**src/rtl/ucsbece154a_mc_controller_if.sv**
```systemverilog
// Control bundle between the multicycle controller and the shared datapath.
// The controller is the master: it drives every control line and reads back the IR fields and zero.
interface ucsbece154a_mc_controller_if;
    logic [5:0] op;
    logic [5:0] funct;
    logic       zero;
    logic       PCEn;
    logic       IorD;
    logic       MemWrite;
    logic       IRWrite;
    logic       RegDst;
    logic       MemtoReg;
    logic       RegWrite;
    logic       ALUSrcA;
    logic [1:0] ALUSrcB;
    logic [2:0] ALUControl;
    logic [1:0] PCSrc;
    logic       illegal;

    modport master (
        input  op, funct, zero,
        output PCEn, IorD, MemWrite, IRWrite, RegDst, MemtoReg, RegWrite,
               ALUSrcA, ALUSrcB, ALUControl, PCSrc, illegal
    );

    modport slave (
        output op, funct, zero,
        input  PCEn, IorD, MemWrite, IRWrite, RegDst, MemtoReg, RegWrite,
               ALUSrcA, ALUSrcB, ALUControl, PCSrc, illegal
    );
endinterface

```
**src/rtl/ucsbece154a_mc_controller.sv**
```systemverilog
// Main control FSM for the multicycle MIPS core; memory states stretch by MEM_WAIT cycles.
// Define MC_BNE_EN to add bne support through the BRANCH state.
module ucsbece154a_mc_controller #(
    parameter int MEM_WAIT = 0
) (
    input  logic clk,
    input  logic reset,
    ucsbece154a_mc_controller_if.master ctrl
);
    typedef enum logic [3:0] {
        FETCH   = 4'd0,
        DECODE  = 4'd1,
        MEMADR  = 4'd2,
        MEMRD   = 4'd3,
        MEMWB   = 4'd4,
        MEMWR   = 4'd5,
        EXECUTE = 4'd6,
        ALUWB   = 4'd7,
        BRANCH  = 4'd8,
        ADDIEX  = 4'd9,
        ADDIWB  = 4'd10,
        JUMP    = 4'd11
    } state_t;

    localparam logic [5:0] OP_RTYPE = 6'b000000;
    localparam logic [5:0] OP_LW    = 6'b100011;
    localparam logic [5:0] OP_SW    = 6'b101011;
    localparam logic [5:0] OP_BEQ   = 6'b000100;
    localparam logic [5:0] OP_ADDI  = 6'b001000;
    localparam logic [5:0] OP_J     = 6'b000010;
    localparam logic [5:0] OP_BNE   = 6'b000101;
    localparam logic [3:0] WAIT_LAST = 4'(MEM_WAIT);

    state_t     state;
    logic [3:0] wait_cnt;
    logic       last_wait;
    logic       pc_write;
    logic       branch;
    logic       take_branch;
`ifdef MC_BNE_EN
    logic       bne_q;
`endif

    assign last_wait = (wait_cnt == WAIT_LAST);

    // State and wait counter; the counter only runs in the memory-access states.
    always_ff @(posedge clk) begin
        if (reset) begin
            state    <= FETCH;
            wait_cnt <= '0;
`ifdef MC_BNE_EN
            bne_q    <= 1'b0;
`endif
        end else begin
            wait_cnt <= '0;
            case (state)
                FETCH: begin
                    if (!last_wait) wait_cnt <= wait_cnt + 4'd1;
                    else            state    <= DECODE;
                end
                DECODE: begin
`ifdef MC_BNE_EN
                    bne_q <= (ctrl.op == OP_BNE);
`endif
                    case (ctrl.op)
                        OP_LW, OP_SW: state <= MEMADR;
                        OP_RTYPE:     state <= EXECUTE;
                        OP_BEQ:       state <= BRANCH;
`ifdef MC_BNE_EN
                        OP_BNE:       state <= BRANCH;
`endif
                        OP_ADDI:      state <= ADDIEX;
                        OP_J:         state <= JUMP;
                        default:      state <= FETCH;
                    endcase
                end
                MEMADR:  state <= (ctrl.op == OP_SW) ? MEMWR : MEMRD;
                MEMRD: begin
                    if (!last_wait) wait_cnt <= wait_cnt + 4'd1;
                    else            state    <= MEMWB;
                end
                MEMWR: begin
                    if (!last_wait) wait_cnt <= wait_cnt + 4'd1;
                    else            state    <= FETCH;
                end
                EXECUTE: state <= ALUWB;
                ADDIEX:  state <= ADDIWB;
                default: state <= FETCH;
            endcase
        end
    end

    // Moore decode; under reset the FETCH values are shown with every strobe held low.
    always_comb begin
        ctrl.IorD       = 1'b0;
        ctrl.MemWrite   = 1'b0;
        ctrl.IRWrite    = 1'b0;
        ctrl.RegDst     = 1'b0;
        ctrl.MemtoReg   = 1'b0;
        ctrl.RegWrite   = 1'b0;
        ctrl.ALUSrcA    = 1'b0;
        ctrl.ALUSrcB    = 2'b00;
        ctrl.ALUControl = 3'b000;
        ctrl.PCSrc      = 2'b00;
        ctrl.illegal    = 1'b0;
        pc_write        = 1'b0;
        branch          = 1'b0;
        case (reset ? FETCH : state)
            FETCH: begin
                ctrl.ALUSrcB    = 2'b01;
                ctrl.ALUControl = 3'b010;
                ctrl.IRWrite    = last_wait;
                pc_write        = last_wait;
            end
            DECODE: begin
                ctrl.ALUSrcB    = 2'b11;
                ctrl.ALUControl = 3'b010;
                case (ctrl.op)
                    OP_LW, OP_SW, OP_RTYPE, OP_BEQ, OP_ADDI, OP_J: ctrl.illegal = 1'b0;
`ifdef MC_BNE_EN
                    OP_BNE:  ctrl.illegal = 1'b0;
`endif
                    default: ctrl.illegal = 1'b1;
                endcase
            end
            MEMADR, ADDIEX: begin
                ctrl.ALUSrcA    = 1'b1;
                ctrl.ALUSrcB    = 2'b10;
                ctrl.ALUControl = 3'b010;
            end
            MEMRD: ctrl.IorD = 1'b1;
            MEMWB: begin
                ctrl.MemtoReg = 1'b1;
                ctrl.RegWrite = 1'b1;
            end
            MEMWR: begin
                ctrl.IorD     = 1'b1;
                ctrl.MemWrite = last_wait;
            end
            EXECUTE: begin
                ctrl.ALUSrcA = 1'b1;
                case (ctrl.funct)
                    6'b100010: ctrl.ALUControl = 3'b110;
                    6'b100100: ctrl.ALUControl = 3'b000;
                    6'b100101: ctrl.ALUControl = 3'b001;
                    6'b101010: ctrl.ALUControl = 3'b111;
                    default:   ctrl.ALUControl = 3'b010;
                endcase
            end
            ALUWB: begin
                ctrl.RegDst   = 1'b1;
                ctrl.RegWrite = 1'b1;
            end
            BRANCH: begin
                ctrl.ALUSrcA    = 1'b1;
                ctrl.ALUControl = 3'b110;
                ctrl.PCSrc      = 2'b01;
                branch          = 1'b1;
            end
            ADDIWB: ctrl.RegWrite = 1'b1;
            JUMP: begin
                ctrl.PCSrc = 2'b10;
                pc_write   = 1'b1;
            end
            default: ;
        endcase
        if (reset) begin
            ctrl.MemWrite = 1'b0;
            ctrl.IRWrite  = 1'b0;
            ctrl.RegWrite = 1'b0;
            ctrl.illegal  = 1'b0;
            pc_write      = 1'b0;
            branch        = 1'b0;
        end
    end

`ifdef MC_BNE_EN
    assign take_branch = bne_q ? ~ctrl.zero : ctrl.zero;
`else
    assign take_branch = ctrl.zero;
`endif

    assign ctrl.PCEn = pc_write | (branch & take_branch);

endmodule
```
**src/flat_wrapper.sv**
```systemverilog
// flat-port wrapper written by rule: the top's interface ports become plain ports
module ucsbece154a_mc_controller_flat 
#(
    parameter int MEM_WAIT = 0
)
  (clk, reset, ctrl_op, ctrl_funct, ctrl_zero, ctrl_PCEn, ctrl_IorD, ctrl_MemWrite, ctrl_IRWrite, ctrl_RegDst, ctrl_MemtoReg, ctrl_RegWrite, ctrl_ALUSrcA, ctrl_ALUSrcB, ctrl_ALUControl, ctrl_PCSrc, ctrl_illegal);
  ucsbece154a_mc_controller_if ctrl_i ();
  input  logic clk;
  input  logic reset;
  input wire logic [$bits(ctrl_i.op)-1:0] ctrl_op;
  input wire logic [$bits(ctrl_i.funct)-1:0] ctrl_funct;
  input wire logic [$bits(ctrl_i.zero)-1:0] ctrl_zero;
  output wire logic [$bits(ctrl_i.PCEn)-1:0] ctrl_PCEn;
  output wire logic [$bits(ctrl_i.IorD)-1:0] ctrl_IorD;
  output wire logic [$bits(ctrl_i.MemWrite)-1:0] ctrl_MemWrite;
  output wire logic [$bits(ctrl_i.IRWrite)-1:0] ctrl_IRWrite;
  output wire logic [$bits(ctrl_i.RegDst)-1:0] ctrl_RegDst;
  output wire logic [$bits(ctrl_i.MemtoReg)-1:0] ctrl_MemtoReg;
  output wire logic [$bits(ctrl_i.RegWrite)-1:0] ctrl_RegWrite;
  output wire logic [$bits(ctrl_i.ALUSrcA)-1:0] ctrl_ALUSrcA;
  output wire logic [$bits(ctrl_i.ALUSrcB)-1:0] ctrl_ALUSrcB;
  output wire logic [$bits(ctrl_i.ALUControl)-1:0] ctrl_ALUControl;
  output wire logic [$bits(ctrl_i.PCSrc)-1:0] ctrl_PCSrc;
  output wire logic [$bits(ctrl_i.illegal)-1:0] ctrl_illegal;
  assign ctrl_i.op = ctrl_op;
  assign ctrl_i.funct = ctrl_funct;
  assign ctrl_i.zero = ctrl_zero;
  assign ctrl_PCEn = ctrl_i.PCEn;
  assign ctrl_IorD = ctrl_i.IorD;
  assign ctrl_MemWrite = ctrl_i.MemWrite;
  assign ctrl_IRWrite = ctrl_i.IRWrite;
  assign ctrl_RegDst = ctrl_i.RegDst;
  assign ctrl_MemtoReg = ctrl_i.MemtoReg;
  assign ctrl_RegWrite = ctrl_i.RegWrite;
  assign ctrl_ALUSrcA = ctrl_i.ALUSrcA;
  assign ctrl_ALUSrcB = ctrl_i.ALUSrcB;
  assign ctrl_ALUControl = ctrl_i.ALUControl;
  assign ctrl_PCSrc = ctrl_i.PCSrc;
  assign ctrl_illegal = ctrl_i.illegal;
  ucsbece154a_mc_controller #(.MEM_WAIT(MEM_WAIT)) u_core (.clk(clk), .reset(reset), .ctrl(ctrl_i));
endmodule
```
**config.mk**
```make
export PLATFORM = sky130hd
export DESIGN_NAME = ucsbece154a_mc_controller_flat
export DESIGN_NICKNAME = d
export VERILOG_FILES = /design/src/rtl/ucsbece154a_mc_controller_if.sv /design/src/rtl/ucsbece154a_mc_controller.sv /design/src/flat_wrapper.sv
export SDC_FILE = /design/constraint.sdc
export NUM_CORES = 1
export LEC_CHECK = 0
export CAP_MARGIN = 20
export CORE_ASPECT_RATIO = 1.2
export CORE_MARGIN = 2
export CORE_UTILIZATION = 30
export CTS_CLUSTER_DIAMETER = 50
export DETAILED_ROUTE_END_ITERATION = 8
export GPL_TIMING_DRIVEN = 1
export PLACE_DENSITY = 0.59
export SYNTH_ARGS = -nofsm -noshare
export SYNTH_HDL_FRONTEND = slang
export SYNTH_SLANG_ARGS = --single-unit
```
**constraint.sdc**
```tcl
create_clock -name clk -period 1.46 [get_ports clk]
set_input_delay 0.219 -clock clk [delete_from_list [all_inputs] [get_ports clk]]
set_output_delay 0.219 -clock clk [all_outputs]
set_load 0.01 [all_outputs]
```
==> metrics.log <==
[metrics] fill cell total of the finished layout: 240
[metrics] vias in the first global route: 1180
[metrics] number of enable flip-flop cells after synthesis: 0
[metrics] Clock power frac: 0.255
[metrics] type of element capturing the critical path: output port
[metrics] via count: 1152
[metrics] crit path DAT: 1.53 ns
[metrics] IO Port Bufs: 30
[metrics] Slowest cell on crit path: sky130_fd_sc_hd__or3_4
[metrics] register share of total power: 0.343
[metrics] share of flip-flops with an asynchronous set or reset: 0
[metrics] power dissipated by switching net loads: 196 uW
[metrics] first-pass GRT wire length: 4930 um
[metrics] Register-to-Register Path Depth: 7
[metrics] vias per std cell: 5.07
[metrics] overflow left after global routing: 0
[metrics] Syn-to-layout area delta: 100%
[metrics] share of cells above drive strength 1: 0.632
[metrics] Final Hold Slack: 0.455 ns
[metrics] critical path, cell by cell: buf_6, nand2b_4, or3_4, a21oi_2, buf_2
[metrics] Critical Path Start Type: flop
[metrics] Max FO, Critical Path: 5
[metrics] start-to-end type of the worst setup path: reg -> out
[metrics] worst IR drop on VDD: 0.000405 V
[metrics] Maximum Capacitance Violations: 0
[metrics] path type of the worst min-delay path: in -> reg
[metrics] CTS tree: built
[metrics] total die area: 0.00328 mm^2
[metrics] post-synthesis instance area: 852 um^2
[metrics] total global-route track usage: 0.186
[metrics] Hold-fix buffers, CTS: 0
[metrics] antenna violations before repair: 0
[metrics] IO Pins: 31
[metrics] post-DP HPWL: 2140 um
[metrics] clock period minus worst slack: 1.74 ns
[metrics] most frequently used flop master after synthesis: sky130_fd_sc_hd__dfxtp_1
[metrics] hold-critical path depth: 3
[metrics] clock skew after layout: 0.000709 ns
[metrics] share of the synthesized area in the top cell type: 0.188
[metrics] Synth warnings: 0
[metrics] area taken by flip-flops and latches: 178 um^2
[metrics] drt first pass iters: 4
[metrics] number of nets produced by synthesis: 134
[metrics] final setup fails: 17
[metrics] vertical extent of the die: 62.4 um
[metrics] global placement routability congestion: 0.848
[metrics] Final Slew Violations: 0
[metrics] list of most frequent post-synthesis cells: sky130_fd_sc_hd__nor2_1, sky130_fd_sc_hd__nand2_1, sky130_fd_sc_hd__a21oi_1, sky130_fd_sc_hd__dfxtp_1, sky130_fd_sc_hd__nor3_1
[metrics] result of the run: complete, but fails checks
[metrics] area taken by multi-input logic gates: 812 um^2
[metrics] aggregate routed wire length: 3080 um
[metrics] total negative slack: -2.26 ns
[metrics] Post-route DRC: 0
[metrics] achievable frequency: 573 MHz
[metrics] Initial Utilization: 0.309
[metrics] part of the Yosys area used for sequential elements: 0.188
[metrics] Initial DRC Count: 32
[metrics] switching power as a share of total power: 0.301
[metrics] clock tree buffer depth: 2
[metrics] slew at the pin closest to its max-slew limit: 0.274 ns
[metrics] violations in the final reports: negative setup slack
[metrics] power per unit of standard cell area: 381 mW/mm^2
[metrics] CTS root buf: sky130_fd_sc_hd__clkbuf_4
[metrics] mean instance size in the synthesized netlist: 7.28 um^2
[metrics] #FFs+latches synth: 8
[metrics] Site Rows: 21
[metrics] setup repair after global routing missed its margin: yes
[metrics] Slew HR: 0.816
[metrics] maximum number of pins on one net before global-route repair: 11
[metrics] placeable core region: 0.00276 mm^2
[metrics] count of antenna-violating nets left after detailed routing: 0
[metrics] synthesized instance count: 117
[metrics] CTS sink cnt: 8
[metrics] critical path's largest stage delay: 0.39 ns
[metrics] clock-pin slew on the worst setup and hold paths: 0.05 ns
[metrics] number of nets in the layout: 212
[metrics] cell with the most instances after synthesis: sky130_fd_sc_hd__nor2_1
[metrics] post-layout power: 651 uW
[metrics] final critical-path share of the clock period: 1.19
[metrics] # H-tree levels: 1
[metrics] drt wl/cell: 13.6 um
[metrics] Num CTS Buffers: 3
[metrics] dominant cells by area after synthesis: sky130_fd_sc_hd__dfxtp_1, sky130_fd_sc_hd__nor2_1, sky130_fd_sc_hd__a21oi_1, sky130_fd_sc_hd__nand2b_1, sky130_fd_sc_hd__nor3_1
[metrics] Antenna Cells: 0
[metrics] cell taking the most area after synthesis: sky130_fd_sc_hd__dfxtp_1
[metrics] floorplan die width: 52.7 um
[metrics] Leak Pwr: 0.766 nW
[metrics] CP required: 1.24 ns
[metrics] total internal power: 455 uW
[metrics] Final WS setup: -0.285 ns
[metrics] Distinct cells, synth: 42
[metrics] number of hold violations in the final report: 0
[metrics] worst skew pair latency: 0.25 ns
[metrics] proportion of power drawn by combinational gates: 0.403
==> path summary, 6_finish.rpt <==
check	slack, ns	from	end
setup / recovery	-0.28	u_core.state[1]	ctrl_RegWrite
hold / removal	0.45	reset	u_core.state[0]
setup reg to reg	-0.17	u_core.wait_cnt[1]	u_core.state[2]
hold reg to reg	0.52	u_core.wait_cnt[0]	u_core.wait_cnt[0]
==> flip-flops by register name, summed over array words and instances, names as in the netlist <==
signal	count
u_core.wait_cnt	4
u_core.state	4
==> timing repair <==
action,in CTS,in global routing
setup endpoints to repair,18,23
pin swaps,16,11
cloned,0,0
gates resized for setup,122,28
buffers inserted,5,6
==> metrics by stage <==
stage	area, um^2	utilization	instances	worst slack [ns]
after CTS	1580	0.571	221	-0.260
after detailed placement	1430	0.517	214	-0.793
after global routing	1710	0.619	227	-0.317
final	1710	0.619	227	-0.285
after floorplan	853	-	117	-0.0120
after global placement	1430	0.517	214	-0.755
==> logic make-up after synthesis <==
logic type	Yosys count	synth area share
compound gates	23	0.198
xor+xnor	4	0.0411
fa+ha+maj	2	0.0294
buf+inv	13	0.113
flops	8	0.188
simple gates	67	0.430
==> power by group through the flow <==
| stage | Clock [mW] | Sequential (mW) | Combinational [mW] |
|---|---|---|---|
| 2_1_floorplan | 0 | 0.228 | 0.0915 |
| 3_5_place_dp | 0 | 0.232 | 0.219 |
| 4_1_cts | 0.174 | 0.225 | 0.240 |
| 6_report | 0.166 | 0.223 | 0.262 |
| 3_3_place_gp | 0 | 0.232 | 0.217 |
| 5_1_grt | 0.181 | 0.224 | 0.285 |
==> worst max-delay path, delay by kind of cell, from the launching register on <==
family	cells	cell delay [ns]
flip-flops	1	0.36
buffers and inverters	2	0.26
AND/OR/NAND/NOR	2	0.52
AO/OA/AOI/OAI	1	0.14
==> layout make-up <==
class                           instances  area share
Clock buffer                            3      0.0132
Timing Repair Buffer                   81       0.371
Multi-Input combinational cell         96       0.476
Tap cell                               34      0.0249
Sequential cell                         8       0.104
Inverter                                5      0.0110
==> routing by layer <==
layer / routed length [um] / vias up / global-route usage
met4: 46 / 0 / 0.0481
li1: - / 572 / -
met1: 1220 / 544 / 0.222
met3: 109 / 6 / 0.0287
met5: 0 / - / 0
met2: 1710 / 30 / 0.334
==> cells in the final DEF, fill, tap and decap left out, types with 3 or more instances in the layout <==
cell type and n:
sky130_fd_sc_hd__buf_2 13, sky130_fd_sc_hd__inv_1 3, sky130_fd_sc_hd__nor2_2 3, sky130_fd_sc_hd__nand2_1 7, sky130_fd_sc_hd__clkbuf_4 3, sky130_fd_sc_hd__nand2b_1 4
sky130_fd_sc_hd__buf_6 10, sky130_fd_sc_hd__a21oi_2 6, sky130_fd_sc_hd__a21oi_1 3, sky130_fd_sc_hd__nor2_1 13, sky130_fd_sc_hd__nand3_1 3, sky130_fd_sc_hd__dfxtp_4 4
sky130_fd_sc_hd__buf_4 44, sky130_fd_sc_hd__nor3_1 4, sky130_fd_sc_hd__dlygate4sd2_1 10
(Power assumes the default switching activity.)
==> edit 1 (same flow settings) <==
Add a define of `MC_BNE_EN`.
--- a/src/rtl/ucsbece154a_mc_controller.sv
+++ b/src/rtl/ucsbece154a_mc_controller.sv
@@ -1,5 +1,7 @@
 // Main control FSM for the multicycle MIPS core; memory states stretch by MEM_WAIT cycles.
 // Define MC_BNE_EN to add bne support through the BRANCH state.
+`define MC_BNE_EN
+
 module ucsbece154a_mc_controller #(
     parameter int MEM_WAIT = 0
 ) (
Check against the original RTL: not equivalent (a bounded check fails within 4 cycles, from zero or initial values and one cycle with reset high).
==> edit 1 against the original RTL <==
  * The flow still finishes with violations (setup timing)
  * Design area unchanged
  * Cell count down 0.44%
  * Area after synthesis up 3.4%
  * Worst setup slack worse by 0.14 ns
  * Routed wire length up 9.7%
  * Clock power up 16%
  * Sequential cell count up 1
  * Count of clock-buffer cells in the layout up 1
  * Synthesized cell count up 0.85%
  * Power up 8.1%
  * Core utilization down 0.58 points
==> edit 1: results (changes against the original RTL) <==
run status: complete, but fails checks (unchanged)
violated checks: setup timing (unchanged)
PnR worst setup slack: -0.425 ns (was -0.285 ns)
Final setup viols: 23 (was 17)
Crit. Startpoint: u_core.state[2]$_SDFFE_PP0P_ (was u_core.state[1]$_SDFFE_PP0P_)
Synth Area in XOR/XNOR: 4.97% (was 4.11%)
Post-Synth Adder-Cell Area: 2.84% (was 2.94%)
DRT iter0 DRCs: 15 (was 32)
vias per cell: 5.15 (was 5.07)
Leak: 0.742 nW (was 0.766 nW)
Filler Cells Inserted: 245 (was 240)
most area-consuming cells after synthesis: dfxtp_1 (20%), nor2_1 (8.1%), clkbuf_8 (6.3%) (was dfxtp_1 (19%), nor2_1 (7.9%), a21oi_1 (4.7%))
Syn Nets: 135 (was 134)
Reg2Reg Depth: 8 (was 7)
Net count, final: 210 (was 212)
worst path arrival time: 1.67 ns (was 1.53 ns)
first-pass GRT wire length: 5.04 mm (was 4.93 mm)
worst hold path type: reg2reg (was in2reg)
CP max-delay cell: or4_4 (was or3_4)
vias in the first global route: 1159 (was 1180)
largest registers: u_core.state (4), u_core.wait_cnt (4), u_core.bne_q (1) (was u_core.state (4), u_core.wait_cnt (4))
Layout Skew: 0.00185 ns (was 0.000709 ns)
Setup crit end: ctrl_ALUControl[1] (was ctrl_RegWrite)
mux contribution to synthesized area: 1.14% (was 0%)
GRT Resource Usage Total: 19.5% (was 18.6%)
CP Max Fanout: 2 (was 5)
WL per Instance: 15.0 um (was 13.6 um)
## edit 1: routing by layer
layer | track usage (%) | routed length [um] | vias up
met2 | 35.5 | 1860 | 33
met5 | 0 | 0 | -
met1 | 21.2 | 1340 | 546
met3 | 3.32 | 133 | 7
met4 | 8.01 | 47 | 0
li1 | - | - | 579
## edit 1: cell families (layout without fill, tap and decap cells)
family | after synthesis | count (layout)
buffers and inverters | 13 | 87
muxes | 1 | 1
DFF | 9 | 9
AOI/OAI and AO/OA | 24 | 24
and+or+nand+nor | 64 | 64
xor gates and xnor gates | 5 | 5
adders and majority gates | 2 | 2
## edit 1: layout make-up
class / count / area (um^2) / share of cell area, %
Inverter: 5 / 18.8 / 1.10
Timing Repair Buffer: 78 / 651 / 38.1
Sequential cell: 9 / 193 / 11.3
Clock buffer: 4 / 26.3 / 1.54
Multi-Input combinational cell: 96 / 776 / 45.5
Tap cell: 34 / 42.5 / 2.49
## edit 1: worst register-to-register path, cell delays in order, from the launching register on
cell and delay, ns:
dfxtp_2 0.32, inv_2 0.06, ha_4 0.12, or3b_4 0.40, buf_8 0.15, buf_6 0.11
nor2_1 0.09, o21ai_0 0.09, a311oi_1 0.25
## edit 1: worst min-delay path by stage
stage                                              from                       endpoint  slack (ns)  depth (start not counted)
after floorplan                              ctrl_op[0]      u_core.bne_q$_SDFFE_PP0P_        0.37                          2
after global placement    u_core.wait_cnt[0]$_SDFF_PP0_  u_core.wait_cnt[0]$_SDFF_PP0_        0.49                          2
after detailed placement  u_core.wait_cnt[0]$_SDFF_PP0_  u_core.wait_cnt[0]$_SDFF_PP0_        0.49                          2
after CTS                 u_core.wait_cnt[0]$_SDFF_PP0_  u_core.wait_cnt[0]$_SDFF_PP0_        0.50                          2
after global routing      u_core.wait_cnt[0]$_SDFF_PP0_  u_core.wait_cnt[0]$_SDFF_PP0_        0.53                          2
final                     u_core.wait_cnt[0]$_SDFF_PP0_  u_core.wait_cnt[0]$_SDFF_PP0_        0.51                          2
## edit 1: report_power, final
part / total (W) / switching [W] / internal (W)
sequential: 0.000251 / 0.00000422 / 0.000247
clock: 0.000193 / 0.0000874 / 0.000105
combinational: 0.000259 / 0.000115 / 0.000144
total: 0.000704 / 0.000207 / 0.000497
## edit 1: what timing repair did
action	4_1_cts	5_1_grt
endpoints found under the hold margin	0	0
endpoints found under the setup margin	23	23
pin swaps	10	13
buffers inserted	6	7
gates resized for setup	93	35
==> edit 2 (same flow settings) <==
Without the edit above. The 12 states of `state_t` get a one-hot encoding in 12 bits.
--- a/src/rtl/ucsbece154a_mc_controller.sv
+++ b/src/rtl/ucsbece154a_mc_controller.sv
@@ -7,19 +7,19 @@
     input  logic reset,
     ucsbece154a_mc_controller_if.master ctrl
 );
-    typedef enum logic [3:0] {
-        FETCH   = 4'd0,
-        DECODE  = 4'd1,
-        MEMADR  = 4'd2,
-        MEMRD   = 4'd3,
-        MEMWB   = 4'd4,
-        MEMWR   = 4'd5,
-        EXECUTE = 4'd6,
-        ALUWB   = 4'd7,
-        BRANCH  = 4'd8,
-        ADDIEX  = 4'd9,
-        ADDIWB  = 4'd10,
-        JUMP    = 4'd11
+    typedef enum logic [11:0] {
+        FETCH   = 12'b000000000001,
+        DECODE  = 12'b000000000010,
+        MEMADR  = 12'b000000000100,
+        MEMRD   = 12'b000000001000,
+        MEMWB   = 12'b000000010000,
+        MEMWR   = 12'b000000100000,
+        EXECUTE = 12'b000001000000,
+        ALUWB   = 12'b000010000000,
+        BRANCH  = 12'b000100000000,
+        ADDIEX  = 12'b001000000000,
+        ADDIWB  = 12'b010000000000,
+        JUMP    = 12'b100000000000
     } state_t;
 
     localparam logic [5:0] OP_RTYPE = 6'b000000;
Formal check against the unedited RTL: no difference found for any inputs over 10 cycles, from zero or initial values and one cycle with reset high; not proved beyond that.
==> edit 2 against the original RTL <==
  * The run still ends with setup timing left
  * Sequential cell count increased by 8
  * Worst setup slack got worse by 0.47 ns
  * Maximum frequency decreased by 21%
  * Power increased by 130%
  * Routed wire length increased by 66%
  * Design area increased by 54%
  * Area after synthesis increased by 46%
  * Synthesized cell count increased by 26%
  * Count of clock-buffer cells in the layout increased by 1
  * Clock skew increased by 0.0021 ns
  * Largest cell class unchanged
  * Largest power group unchanged
==> edit 2: results (changes against the original RTL) <==
run status: complete, but fails checks (unchanged)
violated checks: setup timing (unchanged)
DRT iter0 DRCs: 42 (was 32)
Setup WS pre-CTS: -1.01 ns (was -0.793 ns)
Final setup viols: 31 (was 17)
CP max-delay cell: or4_4 (was or3_4)
met3 Resource Use GR: 4.08% (was 2.87%)
first-pass GRT wire length: 7.79 mm (was 4.93 mm)
WL per Instance: 16.8 um (was 13.6 um)
Layout Skew: 0.00281 ns (was 0.000709 ns)
vias in the first global route: 1678 (was 1180)
global routing usage on met1: 20.7% (was 22.2%)
Post-Place Cell Area: 2050 um^2 (was 1430 um^2)
most area-consuming cells after synthesis: dfxtp_1 (26%), nor3_1 (4.0%), nor2_1 (3.6%) (was dfxtp_1 (19%), nor2_1 (7.9%), a21oi_1 (4.7%))
Net Sw Power: 0.000466 W (was 0.000196 W)
gpl congestion: 0.917 (was 0.848)
Synth cell types: 47 (was 42)
layout cells sized above 1: 68.5% (was 63.2%)
met2 routed WL: 2.87 mm (was 1.71 mm)
Crit path largest cell delay: 0.55 ns (was 0.39 ns)
met3 wire length: 188 um (was 109 um)
Root Driver: clkbuf_8 (was clkbuf_4)
Worst-path clk slew: 0.07 ns (was 0.05 ns)
PnR worst setup slack: -0.759 ns (was -0.285 ns)
Leak: 1.12 nW (was 0.766 nW)
GRT Resource Usage Total: 21.7% (was 18.6%)
Max VDD drop: 0.259 mV (was 0.405 mV)
vias per cell: 5.22 (was 5.07)
Metal-1 WL: 1.95 mm (was 1.22 mm)
Net count, final: 269 (was 212)
largest registers: u_core.state (12), u_core.wait_cnt (4) (was u_core.state (4), u_core.wait_cnt (4))
DP Wirelength: 3.32 mm (was 2.14 mm)
Clock power frac: 28.3% (was 25.5%)
largest net degree at the start of global routing: 17 (was 11)
worst hold path type: in2reg (unchanged)
Inst Count DP: 279 (was 214)
via count: 1593 (was 1152)
top post-synthesis cells by count: dfxtp_1 (16), nor2_1 (12), nor3_1 (10) (was nor2_1 (18), nand2_1 (9), a21oi_1 (8), dfxtp_1 (8), nor3_1 (7))
Seq/Total Area, Yosys: 25.8% (was 18.8%)
-- edit 2: worst paths after layout --
kind | endpoint | from | cells past startpoint | slack (ns)
setup / recovery | ctrl_PCEn | u_core.state[6]$_SDFFE_PP0P_ | 7 | -0.76
hold / removal | u_core.state[9]$_SDFFE_PP0P_ | ctrl_op[3] | 2 | 0.37
setup reg to reg | u_core.state[4]$_SDFFE_PP0P_ | u_core.state[6]$_SDFFE_PP0P_ | 7 | -0.38
hold reg to reg | u_core.wait_cnt[0]$_SDFF_PP0_ | u_core.wait_cnt[0]$_SDFF_PP0_ | 2 | 0.50
-- edit 2: cell type report --
type | instances | area [um^2] | area share, %
Timing Repair Buffer | 110 | 940 | 35.8
Clock buffer | 4 | 55.1 | 2.10
Sequential cell | 16 | 352 | 13.4
Inverter | 7 | 26.3 | 1.00
Multi-Input combinational cell | 114 | 1180 | 45.1
Tap cell | 54 | 67.6 | 2.58
-- edit 2: what timing repair did --
item	CTS	global route
pin swaps	30	28
gates resized for setup	136	34
endpoints found under the setup margin	30	32
cloned	0	0
buffers inserted	21	13
-- edit 2: stage by stage --
step / total power, W / setup TNS [ns] / hold slack (ns)
floorplan: 0.000676 / -3.08 / 0.290
global placement: 0.000887 / -16.99 / 0.492
detailed placement: 0.000893 / -17.78 / 0.494
CTS: 0.00143 / -12.97 / 0.364
global route: 0.00155 / -15.87 / 0.372
finish: 0.00149 / -13.96 / 0.370
-- edit 2: kinds of logic after synthesis --
kind of cell	Yosys count	synth area share [%]
buffers and inverters	18	6.75
AO/OA/AOI/OAI	21	16.0
AND/OR/NAND/NOR	84	44.5
adder cells (fa/ha/maj)	2	2.02
XOR/XNOR	7	4.94
flip-flops	16	25.8
